## config.mk

```make
export PLATFORM = sky130hd
export DESIGN_NAME = cci_mpf_prim_byteena_wr_coalesce
export DESIGN_NICKNAME = d
export VERILOG_FILES = /design/src/rtl/cci_mpf_prim_byteena_wr_coalesce.sv
export SDC_FILE = /design/constraint.sdc
export NUM_CORES = 1
export LEC_CHECK = 0
export ABC_AREA = 1
export BUFFER_PORTS_ARGS = -buffer_cell sky130_fd_sc_hd__buf_2
export CELL_PAD_IN_SITES_DETAIL_PLACEMENT = 1
export CELL_PAD_IN_SITES_GLOBAL_PLACEMENT = 1
export CORE_UTILIZATION = 38
export CTS_CLUSTER_DIAMETER = 120
export DETAILED_ROUTE_END_ITERATION = 8
export HOLD_SLACK_MARGIN = 0.1
export PLACE_DENSITY_LB_ADDON = 0.1
export SKIP_CTS_REPAIR_TIMING = 1
export SLEW_MARGIN = 25
export SYNTH_ARGS = -nofsm -noshare
export SYNTH_HDL_FRONTEND = slang
export SYNTH_SLANG_ARGS = --single-unit
```

## constraint.sdc

```tcl
create_clock -name clk0 -period 1.8 [get_ports clk0]
set_input_delay 0.09 -clock clk0 [delete_from_list [all_inputs] [get_ports clk0]]
set_output_delay 0.09 -clock clk0 [all_outputs]
set_load 0.01 [all_outputs]
```

## src/rtl/cci_mpf_prim_byteena_wr_coalesce.sv

```systemverilog
// Coalesces byte-masked writes to one line into a single masked RAM write.
// Optional counters stat_merges/stat_commits: define CCI_MPF_WR_COALESCE_STATS_EN.
module cci_mpf_prim_byteena_wr_coalesce #(
   parameter int N_ENTRIES = 32,
   parameter int N_DATA_BITS = 64,
   parameter int N_BYTE_BITS = 8,
   parameter int MAX_AGE = 15,
   localparam int N_BYTES = N_DATA_BITS / N_BYTE_BITS,
   localparam int AW = $clog2(N_ENTRIES)
) (
   input  logic                   clk0,
   input  logic                   reset,
   input  logic                   ram_rdy,
   input  logic                   in_valid,
   output logic                   in_ready,
   input  logic [AW-1:0]          in_addr,
   input  logic [N_BYTES-1:0]     in_byteena,
   input  logic [N_DATA_BITS-1:0] in_wdata,
   input  logic                   flush,
   output logic                   idle,
   input  logic [AW-1:0]          rd_chk_addr,
   output logic                   rd_hazard,
   output logic                   ram_wen,
   output logic [AW-1:0]          ram_addr,
   output logic [N_BYTES-1:0]     ram_byteena,
`ifdef CCI_MPF_WR_COALESCE_STATS_EN
   output logic [31:0]            stat_merges,
   output logic [31:0]            stat_commits,
`endif
   output logic [N_DATA_BITS-1:0] ram_wdata
);

   localparam int AGE_W = (MAX_AGE > 0) ? $clog2(MAX_AGE + 1) : 1;
   localparam logic [AGE_W-1:0] AGE_MAX = AGE_W'(MAX_AGE);

   typedef enum logic {EMPTY, HOLD} state_t;

   state_t state_q, state_d;
   logic [AW-1:0] p_addr_q, p_addr_d;
   logic [N_BYTES-1:0] p_mask_q, p_mask_d;
   logic [N_DATA_BITS-1:0] p_data_q, p_data_d;
   logic [AGE_W-1:0] age_q, age_d;
   logic wen_q, wen_d;
   logic [AW-1:0] waddr_q, waddr_d;
   logic [N_BYTES-1:0] wbe_q, wbe_d;
   logic [N_DATA_BITS-1:0] wdata_q, wdata_d;

   logic accept;
   logic merge_hit;
   logic aged;
   logic [N_BYTES-1:0] m_mask;
   logic [N_DATA_BITS-1:0] m_data;

   assign in_ready = ram_rdy & ~flush & ~reset;
   assign accept = in_valid & in_ready;
   assign aged = (age_q == AGE_MAX);
   assign m_mask = p_mask_q | in_byteena;

   always_comb begin
      m_data = p_data_q;
      for (int b = 0; b < N_BYTES; b++) begin
         if (in_byteena[b])
            m_data[b*N_BYTE_BITS +: N_BYTE_BITS] =
               in_wdata[b*N_BYTE_BITS +: N_BYTE_BITS];
      end
   end

   always_comb begin
      state_d = state_q;
      p_addr_d = p_addr_q;
      p_mask_d = p_mask_q;
      p_data_d = p_data_q;
      age_d = age_q;
      wen_d = 1'b0;
      waddr_d = waddr_q;
      wbe_d = wbe_q;
      wdata_d = wdata_q;
      merge_hit = 1'b0;
      if (ram_rdy) begin
         unique case (state_q)
            EMPTY: begin
               if (accept && (|in_byteena)) begin
                  state_d = HOLD;
                  p_addr_d = in_addr;
                  p_mask_d = in_byteena;
                  p_data_d = in_wdata;
                  age_d = '0;
               end
            end
            HOLD: begin
               if (accept && (in_addr == p_addr_q)) begin
                  merge_hit = 1'b1;
                  p_mask_d = m_mask;
                  p_data_d = m_data;
                  age_d = '0;
                  if ((&m_mask) || aged) begin
                     wen_d = 1'b1;
                     waddr_d = p_addr_q;
                     wbe_d = m_mask;
                     wdata_d = m_data;
                     state_d = EMPTY;
                  end
               end else if (accept) begin
                  wen_d = 1'b1;
                  waddr_d = p_addr_q;
                  wbe_d = p_mask_q;
                  wdata_d = p_data_q;
                  // A zero-mask replacement carries nothing to hold
                  state_d = (|in_byteena) ? HOLD : EMPTY;
                  p_addr_d = in_addr;
                  p_mask_d = in_byteena;
                  p_data_d = in_wdata;
                  age_d = '0;
               end else if (flush || (&p_mask_q) || aged) begin
                  wen_d = 1'b1;
                  waddr_d = p_addr_q;
                  wbe_d = p_mask_q;
                  wdata_d = p_data_q;
                  state_d = EMPTY;
               end else begin
                  age_d = age_q + AGE_W'(1);
               end
            end
            default: state_d = EMPTY;
         endcase
      end
   end

   always_ff @(posedge clk0) begin
      if (reset) begin
         state_q <= EMPTY;
         p_addr_q <= '0;
         p_mask_q <= '0;
         p_data_q <= '0;
         age_q <= '0;
         wen_q <= 1'b0;
         waddr_q <= '0;
         wbe_q <= '0;
         wdata_q <= '0;
      end else begin
         state_q <= state_d;
         p_addr_q <= p_addr_d;
         p_mask_q <= p_mask_d;
         p_data_q <= p_data_d;
         age_q <= age_d;
         wen_q <= wen_d;
         waddr_q <= waddr_d;
         wbe_q <= wbe_d;
         wdata_q <= wdata_d;
      end
   end

   assign ram_wen = wen_q;
   assign ram_addr = waddr_q;
   assign ram_byteena = wbe_q;
   assign ram_wdata = wdata_q;

   assign idle = (state_q == EMPTY) & ~wen_q;
   assign rd_hazard = ((state_q == HOLD) && (rd_chk_addr == p_addr_q)) ||
                      (wen_q && (rd_chk_addr == waddr_q));

`ifdef CCI_MPF_WR_COALESCE_STATS_EN
   logic [31:0] merges_q, commits_q;

   always_ff @(posedge clk0) begin
      if (reset) begin
         merges_q <= '0;
         commits_q <= '0;
      end else begin
         if (merge_hit) merges_q <= merges_q + 32'd1;
         if (wen_d) commits_q <= commits_q + 32'd1;
      end
   end

   assign stat_merges = merges_q;
   assign stat_commits = commits_q;
`endif

endmodule
```

==> flow_summary.toml, run 1 <==
[cts]
clk_path_buf_depth = 2
cts_buffers = 17
path_clk_slew_ns = 0.07
clock-sinks = 160
clkLatencyLatePin_ns = 0.43
cts_htree_levels = 4
cts_tree = "built"
root_buffer = "clkbuf_16"

[worst_hold_path]
hold_start = "in_addr[3]"
hold_class = "input pin to register"
holdPathEnd = "p_addr_q[3]"
min_path_cells = 4

[grt]
antenna_found_initial = 1
grt_overflow_total = 0
grt_max_degree = 85
grtUsageTotal = 0.239
first_global_vias = 9922
grt_pass1_wl_mm = 47.6

[drt]
routed_wl_mm = 35.1
drt-pass1-iter-count = 6
vias = 10800
vias_per_cell = 4.90
drc_errors = 0
drtIter0Drc = 492
avgRoutedWirePerCell_um = 16.0
antenna_left = 0

[synthesis]
yosysWarningCount = 0
netlist_area_mm2 = 0.00921
ys_seq_elements = 160
synthesis.instances = 1608
synth_cell_type_count = 27
syn-num-nets = 1696
syn_avg_cell_area_um2 = 5.73
seq_area_frac_synth = 0.348

[cells_and_area]
final_core_util = 0.553
fin_area_mm2 = 0.0131
area_delta_synth_final_pct = 41.8
final_cells = 2197
num-fill-cells = 3209
layout_common_cells = "484 x nand2_1, 307 x nor2_1, 220 x inv_1"
drive_gt1_frac = 0.225
fin_nets = 1952
final_common_cell = "nand2_1"

[power]
power.total_uw = 8380
p_leak_uw = 0.00663
power_density_mw_per_mm2 = 641
ir_drop_mv = 0.502

[critical_path]
ff2ff_path_depth = 10
cp.required_ns = 2.13
critPathCaptureType = "register"
crit_start = "p_addr_q[3]"
reg2reg_from = "p_addr_q[3]"
critPathArrivalTime_ns = 2.12
worst_setup_path_start_kind = "register"
cp_max_fo = 16
rrSetupSlack_ns = 0.008
r2r-end = "p_data_q[54]"
worstSetupPathType = "register to register"

[placed_design]
dp.cells = 2059
placed_area_mm2 = 0.0107
place_congestion = 0.793
dp_slack_ns = -0.0258
port-buffer-count = 167
dp_hpwl_mm = 20.1

[timing]
max_slew_margin = 0.318
fin_ws_ns = 0.00839
period_share = 0.995
tightest_slew_ns = 1.02
rsz0062_at_grt = "yes"
finClkSkew_ns = 0.0131
slew_viol_final = 0
setup_violations = 0
final-hold-violation-count = 0
max_freq_mhz = 558
finalCriticalPeriod_ns = 1.79

[outcome]
status = "finished, final reports clean"

[floorplan]
start_util = 0.390
die_y_um = 158
rows = 56
ioPinCount = 168
fp.dieW_um = 158
dieArea_mm2 = 0.0249
core_area_mm2 = 0.0236

[job]
drv_cap = 0
[metrics by stage]
stage | TNS (ns) | hold slack [ns]
3_3_place_gp | 0 | 0.388
3_5_place_dp | -0.154 | 0.385
2_1_floorplan | 0 | 0.181
5_1_grt | -6.01 | 0.103
4_1_cts | -0.668 | -0.0645
6_report | 0 | 0.0651
[where the power goes]
| part | internal, uW | switching (uW) | total (uW) |
|---|---|---|---|
| logic | 445 | 603 | 1050 |
| clock network | 1980 | 1690 | 3660 |
| registers | 3620 | 49.5 | 3670 |
| total | 6040 | 2340 | 8380 |
[layout make-up]
type	instances	area [um2]	share of cell area
clock buffer	19	443	0.0339
clock inverter	13	129	0.00986
timing repair buffer	332	2910	0.222
antenna	1	2.50	0.000191
sequential	160	3220	0.246
inverter	227	857	0.0656
multi-input combinational	1126	5110	0.391
tap	319	399	0.0305
[cell families after synthesis]
family	Yosys count	share of synthesized area
compound gates	160	0.0884
xor+xnor	11	0.0105
fa+ha+maj	1	0.00136
buf+inv	322	0.146
flops	160	0.348
simple gates	954	0.406
[how the worst max path moves through the flow]
stage	endpoint	slack (ns)
2_1_floorplan	ram_wdata[43]	0.21
3_3_place_gp	p_data_q[2]	0.06
3_5_place_dp	ram_wdata[62]	-0.03
4_1_cts	ram_wdata[47]	-0.07
5_1_grt	ram_wdata[21]	-0.11
6_report	p_data_q[54]	0.008
[cells in the mapped netlist (all sizes together)]
library cell | number | area share
ha | 1 | 0.0014
o21ai | 131 | 0.071
dfxtp | 160 | 0.35
nand3 | 85 | 0.046
buf | 58 | 0.038
a211oi | 1 | 0.00082
o21bai | 2 | 0.0016
o22ai | 2 | 0.0014
nor4 | 1 | 0.00068
xor2 | 7 | 0.0067
a21oi | 24 | 0.013
clkbuf | 37 | 0.015
xnor2 | 4 | 0.0038
nand3b | 2 | 0.0016
inv | 227 | 0.092
nand2 | 547 | 0.22
nor2 | 315 | 0.13
nand4 | 4 | 0.0043
[metal layers]
metal	global-route usage	up-vias	part of all wire
li1	-	5324	-
met3	0.0345	43	0.032
met4	0.0624	0	0.018
met1	0.297	5193	0.44
met2	0.426	214	0.51
met5	0	-	0
[registers in the layout, indices dropped and copies added (netlist names), 4 cells and up]
name,flops
p_data_q,64
ram_wdata,64
ram_byteena,8
ram_addr,5
age_q,4
p_mask_q,8
p_addr_q,5
[worst max-delay path, stage by stage, from the launching register on]
cell and delay (ns):
dfxtp_2 0.36, xnor2_1 0.20, nand3_1 0.14, nor2_4 0.22, buf_6 0.17, nand2_8 0.11
clkbuf_16 0.22, nand2_1 0.07, nand3_1 0.08, nand2_1 0.08, inv_1 0.04
(Power assumes the default switching activity.)
==> inputs of run 2 (changes only) <==
--- a/config.mk
+++ b/config.mk
@@ -11,4 +11,5 @@
 export CELL_PAD_IN_SITES_GLOBAL_PLACEMENT = 1
 export CORE_UTILIZATION = 38
+export CTS_BUF_LIST = sky130_fd_sc_hd__clkbuf_16
 export CTS_CLUSTER_DIAMETER = 120
 export DETAILED_ROUTE_END_ITERATION = 8
==> constraint.sdc (replaced) <==
create_clock -name clk0 -period 1.8 [get_ports clk0]
set_input_delay 0.18 -clock clk0 [delete_from_list [all_inputs] [get_ports clk0]]
set_output_delay 0.18 -clock clk0 [all_outputs]
set_load 0.01 [all_outputs]
==> run 2 against run 1 <==
Net effect:
- hold slack got worse by 0.0063 ns
- non-clock buffer count fell by 49
- critical path depth rose by 2
- clock power rose by 1%
- setup slack improved by 0.058 ns
- sequential share of layout area is 2.1 points higher
- first-iteration DRC count fell by 21%
- die area unchanged
- critical endpoint is now ram_wdata[21]
- largest power group is now clock
- largest cell class unchanged
==> flow_summary.toml, run 2 (synthesized netlist as in run 1, its figures left out) <==
[drt]
drt-pass1-iter-count = 4
vias = 10300
antenna_left = 0
vias_per_cell = 4.80
routed_wl_mm = 30.7
drc_errors = 0
avgRoutedWirePerCell_um = 14.3
drtIter0Drc = 387

[placed_design]
dp.cells = 2063
dp_hpwl_mm = 20.2
dp_slack_ns = -0.0147
port-buffer-count = 167
place_congestion = 0.802

[timing]
setup_violations = 0
finClkSkew_ns = 0.0110
period_share = 0.963
slew_viol_final = 0
tightest_slew_ns = 0.517
rsz0062_at_grt = "yes"
hold_slack_ns = 0.0589
fin_ws_ns = 0.0660
final-hold-violation-count = 0
finalCriticalPeriod_ns = 1.73
max_freq_mhz = 577
max_slew_margin = 0.655

[power]
clkPwrFrac = 0.447
p_int_uw = 6140
power.total_uw = 8290
p_leak_uw = 0.00626
pwr-share-seq = 0.442
ir_drop_mv = 0.487
p_switching_uw = 2150
combPwrFrac = 0.111
power_density_mw_per_mm2 = 690
swShare = 0.259

[cells_and_area]
final_common_cell = "nand2_1"
antennaDiodeCount = 0
layout_common_cells = "532 x nand2_1, 310 x nor2_1, 223 x inv_1"
fin_nets = 1903
final_cells = 2144
area_delta_synth_final_pct = 30.4
drive_gt1_frac = 0.171

[critical_path]
critPathCaptureType = "register"
crit_family = "simple AND/OR/NAND/NOR gates"
worstSetupPathType = "register to register"
cp.required_ns = 2.13
worst_setup_path_start_kind = "register"
cp_num_buf_inv = 3
r2r-end = "ram_wdata[21]"
rrSetupSlack_ns = 0.07
ff2ff_path_depth = 12
cp_common_cell = "nand2_1"
cp_slowest_cell = "dfxtp_1"
reg2reg_from = "p_addr_q[0]"
cp_cell_sequence = "inv_1 -> nand2_1 -> nand2_1 -> nand3_1 -> nor2_4 -> nand2_2 -> nand2_4 -> buf_12 -> clkbuf_16 -> nand2_1 -> nand2_1 -> nor2_1"
cp_max_fo = 9
slowest_delay_ns = 0.33
critPathArrivalTime_ns = 2.06

[grt]
first_global_vias = 9762
met1_usage = 0.291
gr-max-usage-layer = "met2"
grt_pass1_wl_mm = 46.8
antenna_found_initial = 0
grtUsageTotal = 0.236
grt_max_degree = 77
use_met3 = 0.0383
use_met2 = 0.419
grt_overflow_total = 0

[cts]
clkLatencyLatePin_ns = 0.43
clock-sinks = 160
clk_path_buf_depth = 2
path_clk_slew_ns = 0.07
cts_buffers = 17
root_buffer = "clkbuf_16"
cts_htree_levels = 4
cts_tree = "built"

[floorplan]
core_area_mm2 = 0.0236
ioPinCount = 168
fp.dieW_um = 158
start_util = 0.390
rows = 56
dieArea_mm2 = 0.0249
die_y_um = 158

[worst_hold_path]
hold_start = "in_wdata[59]"
holdPathEnd = "p_data_q[59]"
hold_class = "input pin to register"
min_path_cells = 5

[outcome]
status = "finished, final reports clean"

[job]
drv_cap = 0
-- run 2: cell count changes in the layout (fill, tap and decap cells not counted), moves of 8 or more --
cell / delta
clkbuf_16: -8
dlygate4sd3_1: -36
nand2_1: +48
nand2_2: -39
nand2_4: -8
nand3_1: +25
nand3_2: -25
o21ai_0: +33
o21ai_1: -16
o21ai_2: -17
-- run 2: per-stage QoR --
stage	instance area [um2]	utilization	TNS (ns)
final	12000	0.509	0
after global placement	10700	0.454	0
after floorplan	9210	-	0
after detailed placement	10700	0.454	-0.0147
after global routing	12000	0.509	-1.82
after CTS	11300	0.478	-0.107
-- run 2: worst max path at each step --
stage / from / to / slack (ns) / depth (start not counted)
detailed placement: flush / ram_wdata[60] / -0.01 / 13
global placement: flush / ram_wdata[25] / 0.08 / 12
global route: p_addr_q[4] / ram_wdata[21] / -0.07 / 13
CTS: state_q / rd_hazard / -0.10 / 5
finish: p_addr_q[0] / ram_wdata[21] / 0.07 / 12
floorplan: age_q[0] / ram_wdata[43] / 0.21 / 12
-- run 2: worst register-to-register path, delay by kind of cell (launching register included) --
family	cells	cell delay, ns
AND/OR/NAND/NOR	9	0.89
buffers and inverters	3	0.41
flip-flops	1	0.33
-- run 2: final cells by class --
class	count	area [um2]
fillers	3303	11600
multi-input cells	1126	4740
flip-flops and latches	160	3210
repair buffers	283	2230
inverters	227	857
clock buffers	17	425
well taps	319	399
clock inverters	12	148
-- run 2: power by group through the flow --
stage	clock [uW]	combinational, uW	sequential (uW)
5_1_grt	3920	1040	3670
2_1_floorplan	0	497	3740
3_5_place_dp	0	834	3740
4_1_cts	3790	844	3660
3_3_place_gp	0	808	3740
6_report	3710	917	3670
-- run 2: per-layer routing --
layer	wire [um]	share of wire
met5	0	0
met4	482	0.016
met3	962	0.031
met2	15200	0.50
met1	14000	0.46
